===== config.mk =====
export PLATFORM = sky130hd
export DESIGN_NAME = iic_req_arbiter
export DESIGN_NICKNAME = d
export VERILOG_FILES = /design/src/rtl/iic_req_arbiter.sv
export SDC_FILE = /design/constraint.sdc
export NUM_CORES = 1
export LEC_CHECK = 0
export CELL_PAD_IN_SITES_DETAIL_PLACEMENT = 1
export CELL_PAD_IN_SITES_GLOBAL_PLACEMENT = 1
export CORE_MARGIN = 10
export CORE_UTILIZATION = 31
export DETAILED_ROUTE_END_ITERATION = 7
export PLACE_DENSITY_LB_ADDON = 0.2
export SLEW_MARGIN = 10
export SYNTH_ARGS = -nofsm -noshare
export SYNTH_HDL_FRONTEND = slang
export SYNTH_SLANG_ARGS = --single-unit

===== constraint.sdc =====
create_clock -name clk -period 3.3 [get_ports clk]
set_input_delay 0.66 -clock clk [delete_from_list [all_inputs] [get_ports clk]]
set_output_delay 0.66 -clock clk [all_outputs]
set_load 0.01 [all_outputs]

===== src/rtl/iic_req_arbiter.sv =====
// ---------------------------------------------------------------------------
// iic_req_arbiter
//
// Two-requester round-robin front end for a single IIC byte engine.
// The FSM runs IDLE -> START -> WAIT -> RESP -> IDLE and every output is a
// register.
//   IDLE : pick a requester, latch its rnw/addr/wdata, pulse gntX.
//   START: pulse eng_start.
//   WAIT : wait for eng_done, then capture eng_rdata/eng_ack_err.
//   RESP : pulse doneX with rdataX/errX, then hand priority to the other
//          requester.
//
// Ports
//   clk, rst                       clock, synchronous active-high reset
//   req0/1, rnw0/1, addr0/1,
//   wdata0/1                       per-requester command inputs
//   gnt0/1, done0/1, rdata0/1,
//   err0/1                         per-requester handshake / response
//   eng_start, eng_rnw, eng_addr,
//   eng_wdata, eng_abort           command to the byte engine
//   eng_busy, eng_done, eng_rdata,
//   eng_ack_err                    status from the byte engine
//   busy                           high in every state except IDLE
//
// Build option
//   IIC_ARB_TIMEOUT_EN : when defined, WAIT is bounded by TIMEOUT_CYCLES
//   clk cycles. On expiry eng_abort pulses and the requester receives
//   doneX with errX=1 and rdataX=0x00. When undefined, no counter is built,
//   eng_abort is constant 0, and WAIT lasts until eng_done arrives.
// ---------------------------------------------------------------------------
module iic_req_arbiter #(
    parameter int ADDR_W         = 16,
    parameter int TIMEOUT_CYCLES = 2_000_000
) (
    input  logic              clk,
    input  logic              rst,
    input  logic              req0,
    input  logic              req1,
    input  logic              rnw0,
    input  logic              rnw1,
    input  logic [ADDR_W-1:0] addr0,
    input  logic [ADDR_W-1:0] addr1,
    input  logic [7:0]        wdata0,
    input  logic [7:0]        wdata1,
    output logic              gnt0,
    output logic              gnt1,
    output logic              done0,
    output logic              done1,
    output logic [7:0]        rdata0,
    output logic [7:0]        rdata1,
    output logic              err0,
    output logic              err1,
    output logic              eng_start,
    output logic              eng_rnw,
    output logic [ADDR_W-1:0] eng_addr,
    output logic [7:0]        eng_wdata,
    input  logic              eng_busy,
    input  logic              eng_done,
    input  logic [7:0]        eng_rdata,
    input  logic              eng_ack_err,
    output logic              eng_abort,
    output logic              busy
);

    typedef enum logic [1:0] {IDLE, START, WAIT, RESP} state_t;

    state_t            state_reg, state_next;
    logic              ptr_reg, ptr_next;     // requester favoured when both ask
    logic              sel_reg, sel_next;     // requester currently being served
    logic [1:0]        gnt_reg, gnt_next;
    logic [1:0]        done_reg, done_next;
    logic [1:0]        err_reg, err_next;
    logic [1:0][7:0]   rdata_reg, rdata_next;
    logic              eng_start_reg, eng_start_next;
    logic              eng_rnw_reg, eng_rnw_next;
    logic [ADDR_W-1:0] eng_addr_reg, eng_addr_next;
    logic [7:0]        eng_wdata_reg, eng_wdata_next;
    logic              busy_reg, busy_next;
    logic              pick;

    // A lone requester wins outright; the pointer only breaks ties.
    assign pick = (req0 && req1) ? ptr_reg : req1;

`ifdef IIC_ARB_TIMEOUT_EN
    localparam int              CNT_W    = $clog2(TIMEOUT_CYCLES + 1);
    localparam logic [CNT_W-1:0] CNT_LAST = CNT_W'(TIMEOUT_CYCLES - 1);

    logic [CNT_W-1:0] cnt_reg, cnt_next;
    logic             eng_abort_reg, eng_abort_next;

    assign eng_abort = eng_abort_reg;
`else
    // Abort is never raised; the comparison is constant false.
    assign eng_abort = (TIMEOUT_CYCLES < 0);
`endif

    always_comb begin
        state_next     = state_reg;
        ptr_next       = ptr_reg;
        sel_next       = sel_reg;
        gnt_next       = 2'b00;
        done_next      = 2'b00;
        err_next       = 2'b00;
        rdata_next     = '0;
        eng_start_next = 1'b0;
        eng_rnw_next   = eng_rnw_reg;
        eng_addr_next  = eng_addr_reg;
        eng_wdata_next = eng_wdata_reg;
`ifdef IIC_ARB_TIMEOUT_EN
        cnt_next       = cnt_reg;
        eng_abort_next = 1'b0;
`endif
        case (state_reg)
            IDLE: begin
                if (!eng_busy && (req0 || req1)) begin
                    sel_next       = pick;
                    gnt_next[pick] = 1'b1;
                    eng_rnw_next   = pick ? rnw1   : rnw0;
                    eng_addr_next  = pick ? addr1  : addr0;
                    eng_wdata_next = pick ? wdata1 : wdata0;
                    state_next     = START;
                end
            end
            START: begin
                eng_start_next = 1'b1;
                state_next     = WAIT;
`ifdef IIC_ARB_TIMEOUT_EN
                cnt_next       = '0;
`endif
            end
            WAIT: begin
                if (eng_done) begin
                    done_next[sel_reg]  = 1'b1;
                    err_next[sel_reg]   = eng_ack_err;
                    // A write returns no data, whatever the engine drives.
                    rdata_next[sel_reg] = eng_rnw_reg ? eng_rdata : 8'h00;
                    state_next          = RESP;
                end
`ifdef IIC_ARB_TIMEOUT_EN
                else if (cnt_reg == CNT_LAST) begin
                    done_next[sel_reg] = 1'b1;
                    err_next[sel_reg]  = 1'b1;
                    eng_abort_next     = 1'b1;
                    state_next         = RESP;
                end else begin
                    cnt_next = cnt_reg + 1'b1;
                end
`endif
            end
            RESP: begin
                ptr_next   = ~sel_reg;
                state_next = IDLE;
            end
            default: state_next = IDLE;
        endcase
        busy_next = (state_next != IDLE);
    end

    always_ff @(posedge clk) begin
        if (rst) begin
            state_reg     <= IDLE;
            ptr_reg       <= 1'b0;
            sel_reg       <= 1'b0;
            gnt_reg       <= 2'b00;
            done_reg      <= 2'b00;
            err_reg       <= 2'b00;
            rdata_reg     <= '0;
            eng_start_reg <= 1'b0;
            eng_rnw_reg   <= 1'b0;
            eng_addr_reg  <= '0;
            eng_wdata_reg <= 8'h00;
            busy_reg      <= 1'b0;
`ifdef IIC_ARB_TIMEOUT_EN
            cnt_reg       <= '0;
            eng_abort_reg <= 1'b0;
`endif
        end else begin
            state_reg     <= state_next;
            ptr_reg       <= ptr_next;
            sel_reg       <= sel_next;
            gnt_reg       <= gnt_next;
            done_reg      <= done_next;
            err_reg       <= err_next;
            rdata_reg     <= rdata_next;
            eng_start_reg <= eng_start_next;
            eng_rnw_reg   <= eng_rnw_next;
            eng_addr_reg  <= eng_addr_next;
            eng_wdata_reg <= eng_wdata_next;
            busy_reg      <= busy_next;
`ifdef IIC_ARB_TIMEOUT_EN
            cnt_reg       <= cnt_next;
            eng_abort_reg <= eng_abort_next;
`endif
        end
    end

    assign gnt0      = gnt_reg[0];
    assign gnt1      = gnt_reg[1];
    assign done0     = done_reg[0];
    assign done1     = done_reg[1];
    assign err0      = err_reg[0];
    assign err1      = err_reg[1];
    assign rdata0    = rdata_reg[0];
    assign rdata1    = rdata_reg[1];
    assign eng_start = eng_start_reg;
    assign eng_rnw   = eng_rnw_reg;
    assign eng_addr  = eng_addr_reg;
    assign eng_wdata = eng_wdata_reg;
    assign busy      = busy_reg;

endmodule


==> run metrics, run 1 <==
number of diodes 0; Max-slew headroom 0.512; Least-Margin Pin Slew about 730 ps; register area approximately 1100 um^2; #FFs+latches synth 53; Highest Clock Rate ~440 MHz; CTS tree done; grt ovf 0; Reg power frac 0.400; Synth Warn # 0; initial antenna violation count 0; clock power share 0.234; Required @ worst endpoint between 3000 and 4000 ps; Main synth FF type dfxtp_1; final setup fails 0; Post-CTS Setup Bufs 0; Yosys top cell area share 0.469; internal power roughly 1.3 mW; Hold Path Class flop to flop; EDFF count, synth 0; RSZ-0062 raised after global routing no; via count 2,217; placed instance area 3420 um^2; Synth Instances roughly 240; crit path capture type flop; clk sinks between 50 and 60; TritonRoute pass-1 iters 5; die height 105 um; R2R depth 6; htree depth 2; largest net degree at the start of global routing 34; die width approximately 110 um; top cells by count, synth dfxtp_1 (53), a21oi_1 (27), nand3_1 (25), o21ai_0 (25), nor2_1 (21); hold path depth 2; Logic pwr share 0.365; synth unique cells 29; r2r endpoint eng_addr[2]; # resized after CTS 0; Final Max Slew Viols 0; total track usage 0.142; row count 31; clk slew on worst S/H paths ~100 ps; WL final around 8000 um; status finished clean; Multi-input gate area ~1000 um^2; vias in the first global route ~2,500; met3 usage 0.0627; Area Growth Syn to Fin 56.3%; Top Usage Layer GRT met2; cell with the most instances after synthesis dfxtp_1; DIE AREA ~11,000 um^2; GRT met2 Usage 0.235; maxcap violations 0; Final Hold Fails 0; Crit path arrival time 2460 ps; Tcrit/Tclk final 0.691; Hold Buf Count CTS 0; cell count after placement about 430; Worst Clk Skew around 6.7 ps; WHS roughly 520 ps; gpl congestion approximately 0.7; VDD IR max 0.189 mV; first-pass GRT wire length around 13,000 um; fin crit period ~2300 ps; final non-filler cell total 442; Final Cell Area about 3500 um^2; cts bufs inserted 5; Filler Cell Count 800; Initial Util 0.315; I/O pin cnt between 100 and 150; r2r startpoint state_reg[0]; largest area contributor in the netlist dfxtp_1; post-route DRC violation count 0; Via-to-Cell Ratio 5.02; post-route ant nets 0; sequential element share of the synthesized area 0.469; Sum Neg Setup Slack 0 ps; Sw Share 0.327; Avg Synthesized Cell Area a little over 9 um^2; synthesized net count 312; Port Buf Inserts ~110; leak pwr about 1.2 nW; grt met1 use 0.161; max FFs per register 16; Iter 0 DRT Violations 93; Core Region ~7200 um^2; type of the worst setup path primary input to flop; hold path startpoint eng_wdata[3]; synthesized cell area between 2000 and 2500 um^2; ratio of cells with drive above 1 in the final layout 0.108; wire per inst 18.0 um; Setup WS pre-CTS between 600 and 700 ps; final setup margin 1020 ps; Layout Nets around 400; FF-to-FF setup slack 1320 ps; Clock Latency Late Sink between 300 and 400 ps; hold path endpoint eng_wdata[3]; Detailed Place HPWL just under 6000 um; Max clock buf depth 2; root buf cell clkbuf_8; top post-synthesis cells by area dfxtp_1 (47%), a311oi_2 (13%), a21oi_1 (6.0%); startpoint types primary input; Net Sw Power 0.646 mW; critical path peak fanout 20; P per Cell Area around 560 nW/um^2; Synth async-reset ratio 0
cells by family after synthesis:
group | Yosys count | synth area share
compound gates | 82 | 0.285
fa+ha+maj | 5 | 0.0276
buf+inv | 35 | 0.0790
flops | 53 | 0.469
mux | 1 | 0.00442
other cells | 1 | 0.00166
simple gates | 65 | 0.133
stage by stage:
| stage | utilization | total power [mW] |
|---|---|---|
| finish | 0.493 | 1.98 |
| global route | 0.493 | 2.11 |
| CTS | 0.493 | 2.01 |
| detailed placement | 0.476 | 1.54 |
| global placement | 0.476 | 1.52 |
| floorplan | - | 1.21 |
how the worst max path moves through the flow:
stage,start,end,slack [ps],cells past startpoint
final,req1,eng_addr[2],1020,5
after global routing,req1,eng_wdata[6],820,4
after CTS,req1,eng_addr[2],990,4
after detailed placement,req1,eng_addr[2],650,4
after global placement,req1,eng_addr[0],740,4
after floorplan,req1,eng_addr[10],1660,6
final cells by class:
type,count,area share
clock inverter,2,0.0106
multi-input combinational,154,0.289
timing repair buffer,120,0.333
sequential,53,0.300
inverter,8,0.00849
tap,99,0.0350
clock buffer,6,0.0233
layer usage:
metal  up-vias  wire (um)
li1       1059          -
met1      1064       3400
met2        87       3690
met3         7        771
met4         0        109
met5         -          0
cell usage in the layout (no fill, tap or decap):
master           synthesis  final
clkdlybuf4s50_1          0    112
dfxtp_1                 53     53
a21oi_1                 27     27
o21ai_0                 25     25
nand3_1                 25     25
nor2_1                  21     21
a311oi_2                20     20
nand2_1                 10     10
inv_1                    8      8
buf_4                    3      7
clkbuf_8                 0      6
a311oi_1                 5      5
ha_1                     5      5
nand2b_1                 2      2
or3_1                    2      2
o21ba_1                  1      1
and2_1                   1      1
and2b_1                  1      1
o21a_1                   1      1
o22ai_1                  1      1
a211oi_1                 1      1
mux2i_1                  1      1
and4_1                   1      1
o21ba_2                  1      1
nor4_1                   1      1
nor2b_1                  1      1
conb_1                   1      1
clkinvlp_4               0      1
bufinv_16                0      1
buf_2                    5      1
critical path, stage by stage:
cell	delay, ps
clkdlybuf4s50_1	730
o21ba_1	210
and2_1	300
buf_4	390
a311oi_2	160
power groups by stage:
stage	logic [mW]	registers [mW]	clock network [mW]
5_1_grt	0.798	0.806	0.508
3_5_place_dp	0.733	0.807	0
3_3_place_gp	0.719	0.803	0
2_1_floorplan	0.378	0.832	0
6_report	0.723	0.792	0.464
4_1_cts	0.735	0.793	0.480
(Power assumes the default switching activity.)
==> run 2: changes to the inputs <==
--- a/config.mk
+++ b/config.mk
@@ -8,7 +8,7 @@
 export CELL_PAD_IN_SITES_DETAIL_PLACEMENT = 1
 export CELL_PAD_IN_SITES_GLOBAL_PLACEMENT = 1
 export CORE_MARGIN = 10
-export CORE_UTILIZATION = 31
+export CORE_UTILIZATION = 28
 export DETAILED_ROUTE_END_ITERATION = 7
 export PLACE_DENSITY_LB_ADDON = 0.2
 export SLEW_MARGIN = 10
==> constraint.sdc (replaced) <==
create_clock -name clk -period 2.1 [get_ports clk]
set_input_delay 0.42 -clock clk [delete_from_list [all_inputs] [get_ports clk]]
set_output_delay 0.42 -clock clk [all_outputs]
set_load 0.01 [all_outputs]
==> run 2 against run 1 <==
Core utilization decreased by 3.0 points; clock power increased by 58%; register-to-register slack got worse by 760 ps; hold slack improved by 14 ps; routed wire length increased by 2.1%; critical path depth increased by 1; via count increased by 0.54%; sequential cell count unchanged; clock-buffer cell count unchanged; critical path type unchanged; highest routed layer unchanged.
==> run metrics, run 2 (same netlist as run 1, synthesis figures left out) <==
leak pwr 1.26 nW (+3.6%); Post-CTS Setup Bufs 0 (unchanged); row count 32 (+3.2%); initial antenna violation count 0 (unchanged); first-pass GRT wire length 12,400 um (-3.9%); startpoint types primary input; final setup fails 0 (unchanged); max FFs per register 16 (unchanged); Net Sw Power 1.03 mW (+59%); crit path capture type flop; wire per inst 18.0 um (-0.37%); ratio of cells with drive above 1 in the final layout 0.128 (+0.0203); total track usage 0.130 (-0.0119); grt ovf 0 (unchanged); Max clock buf depth 2 (unchanged); Detailed Place HPWL 6200 um (+6.0%); TritonRoute pass-1 iters 4 (-1); die height 110 um (+4.2%); fin crit period between 1500 and 2000 ps; die width 110 um (+4.2%); Port Buf Inserts 113 (unchanged); Reg power frac 0.389 (-0.011); post-route DRC violation count 0 (unchanged); Setup WS pre-CTS 57.0 ps (-595 ps); via count 2,229 (+0.54%); maxcap violations 0 (unchanged); Core Region 7810 um^2 (+8.8%); Sw Share 0.324 (-0.00269); VDD IR max 0.356 mV (+88%); number of diodes 0 (unchanged); Area Growth Syn to Fin 59.6%; Worst Clk Skew 10.7 ps (+4.01 ps); WHS 533 ps (+14.0 ps); internal power 2.14 mW (+61%); clk sinks 53 (unchanged); Via-to-Cell Ratio 4.92 (-1.9%); largest net degree at the start of global routing 29 (-15%); status finished clean; Clock Latency Late Sink 310 ps (about the same); clock power share 0.231 (-0.003); final setup margin 384 ps (-635 ps); Initial Util 0.290 (-0.0255); root buf cell clkbuf_8; RSZ-0062 raised after global routing no; clk slew on worst S/H paths 100 ps (about the same); cts bufs inserted 5 (unchanged); type of the worst setup path primary input to flop; # resized after CTS 0 (unchanged); Hold Buf Count CTS 0 (unchanged); Required @ worst endpoint 2290 ps (-1190 ps); Final Max Slew Viols 0 (unchanged); met3 usage 0.0532 (-0.00948); post-route ant nets 0 (unchanged); Top Usage Layer GRT met2; GRT met2 Usage 0.213 (-0.0221); vias in the first global route 2,438 (-1.1%); htree depth 2 (unchanged); CTS tree done; critical path peak fanout 28 (+40%); P per Cell Area 876 nW/um^2 (+57%); Highest Clock Rate about 600 MHz; Logic pwr share 0.380 (+0.015); DIE AREA 12,100 um^2 (+8.6%); grt met1 use 0.156 (-0.00489); Final Hold Fails 0 (unchanged); Hold Path Class flop to flop; Tcrit/Tclk final 0.817; most frequent cells in the layout clkdlybuf4s50_1 (112), dfxtp_1 (53), a21oi_1 (27); Layout Nets 420 (+1.9%); Crit path arrival time 1900 ps (-560 ps); Sum Neg Setup Slack 0 ps (unchanged); Iter 0 DRT Violations 68 (-27%); commonest non-fill, non-tap cell in the layout clkdlybuf4s50_1; gpl congestion 0.733 (+3.4%); I/O pin cnt 115 (unchanged); WL final 8140 um (+2.1%)
[run 2: cell types whose count changed in the layout (fill, tap and decap cells not counted), sizes merged]
cell	delta
buf	+8
[run 2: final timing paths]
| check | from | to | slack, ps | depth (start not counted) |
|---|---|---|---|---|
| min | eng_addr[0] | eng_addr[0] | 530 | 2 |
| max reg2reg | state_reg[0] | eng_addr[10] | 560 | 5 |
| min reg2reg | eng_addr[0] | eng_addr[0] | 530 | 2 |
| max | req1 | eng_addr[2] | 380 | 6 |
[run 2: critical path, cell delays in order]
cell and delay, ps:
clkdlybuf4s50_1 490, buf_4 310, inv_1 130, buf_12 180
o21ai_0 230, a311oi_2 140
[run 2: area by class of cell]
cell class | instances | area, um^2
repair buffers | 128 | 1250
flip-flops and latches | 53 | 1060
well taps | 102 | 128
multi-input cells | 154 | 1020
inverters | 8 | 30.0
clock inverters | 2 | 37.5
clock buffers | 6 | 82.6
fillers | 895 | 4190
[run 2: metal layers]
metal	up-vias	wire length, um
met5	-	0
met4	0	58
met3	6	836
met2	81	3660
met1	1069	3590
li1	1073	-
[run 2: power by group through the flow]
stage	Combinational, mW	Clock, mW	Sequential, mW
4_1_cts	1.23	0.749	1.23
5_1_grt	1.33	0.784	1.25
3_3_place_gp	1.20	0	1.25
3_5_place_dp	1.22	0	1.26
2_1_floorplan	0.593	0	1.31
6_report	1.20	0.731	1.23
[run 2: metrics by stage]
stage,instance area (um^2),utilization,power (mW),cells
3_3_place_gp,3490,0.447,2.45,445
6_report,3610,0.463,3.17,453
3_5_place_dp,3490,0.447,2.48,445
4_1_cts,3610,0.463,3.21,453
5_1_grt,3610,0.463,3.37,453
2_1_floorplan,2260,-,1.90,242
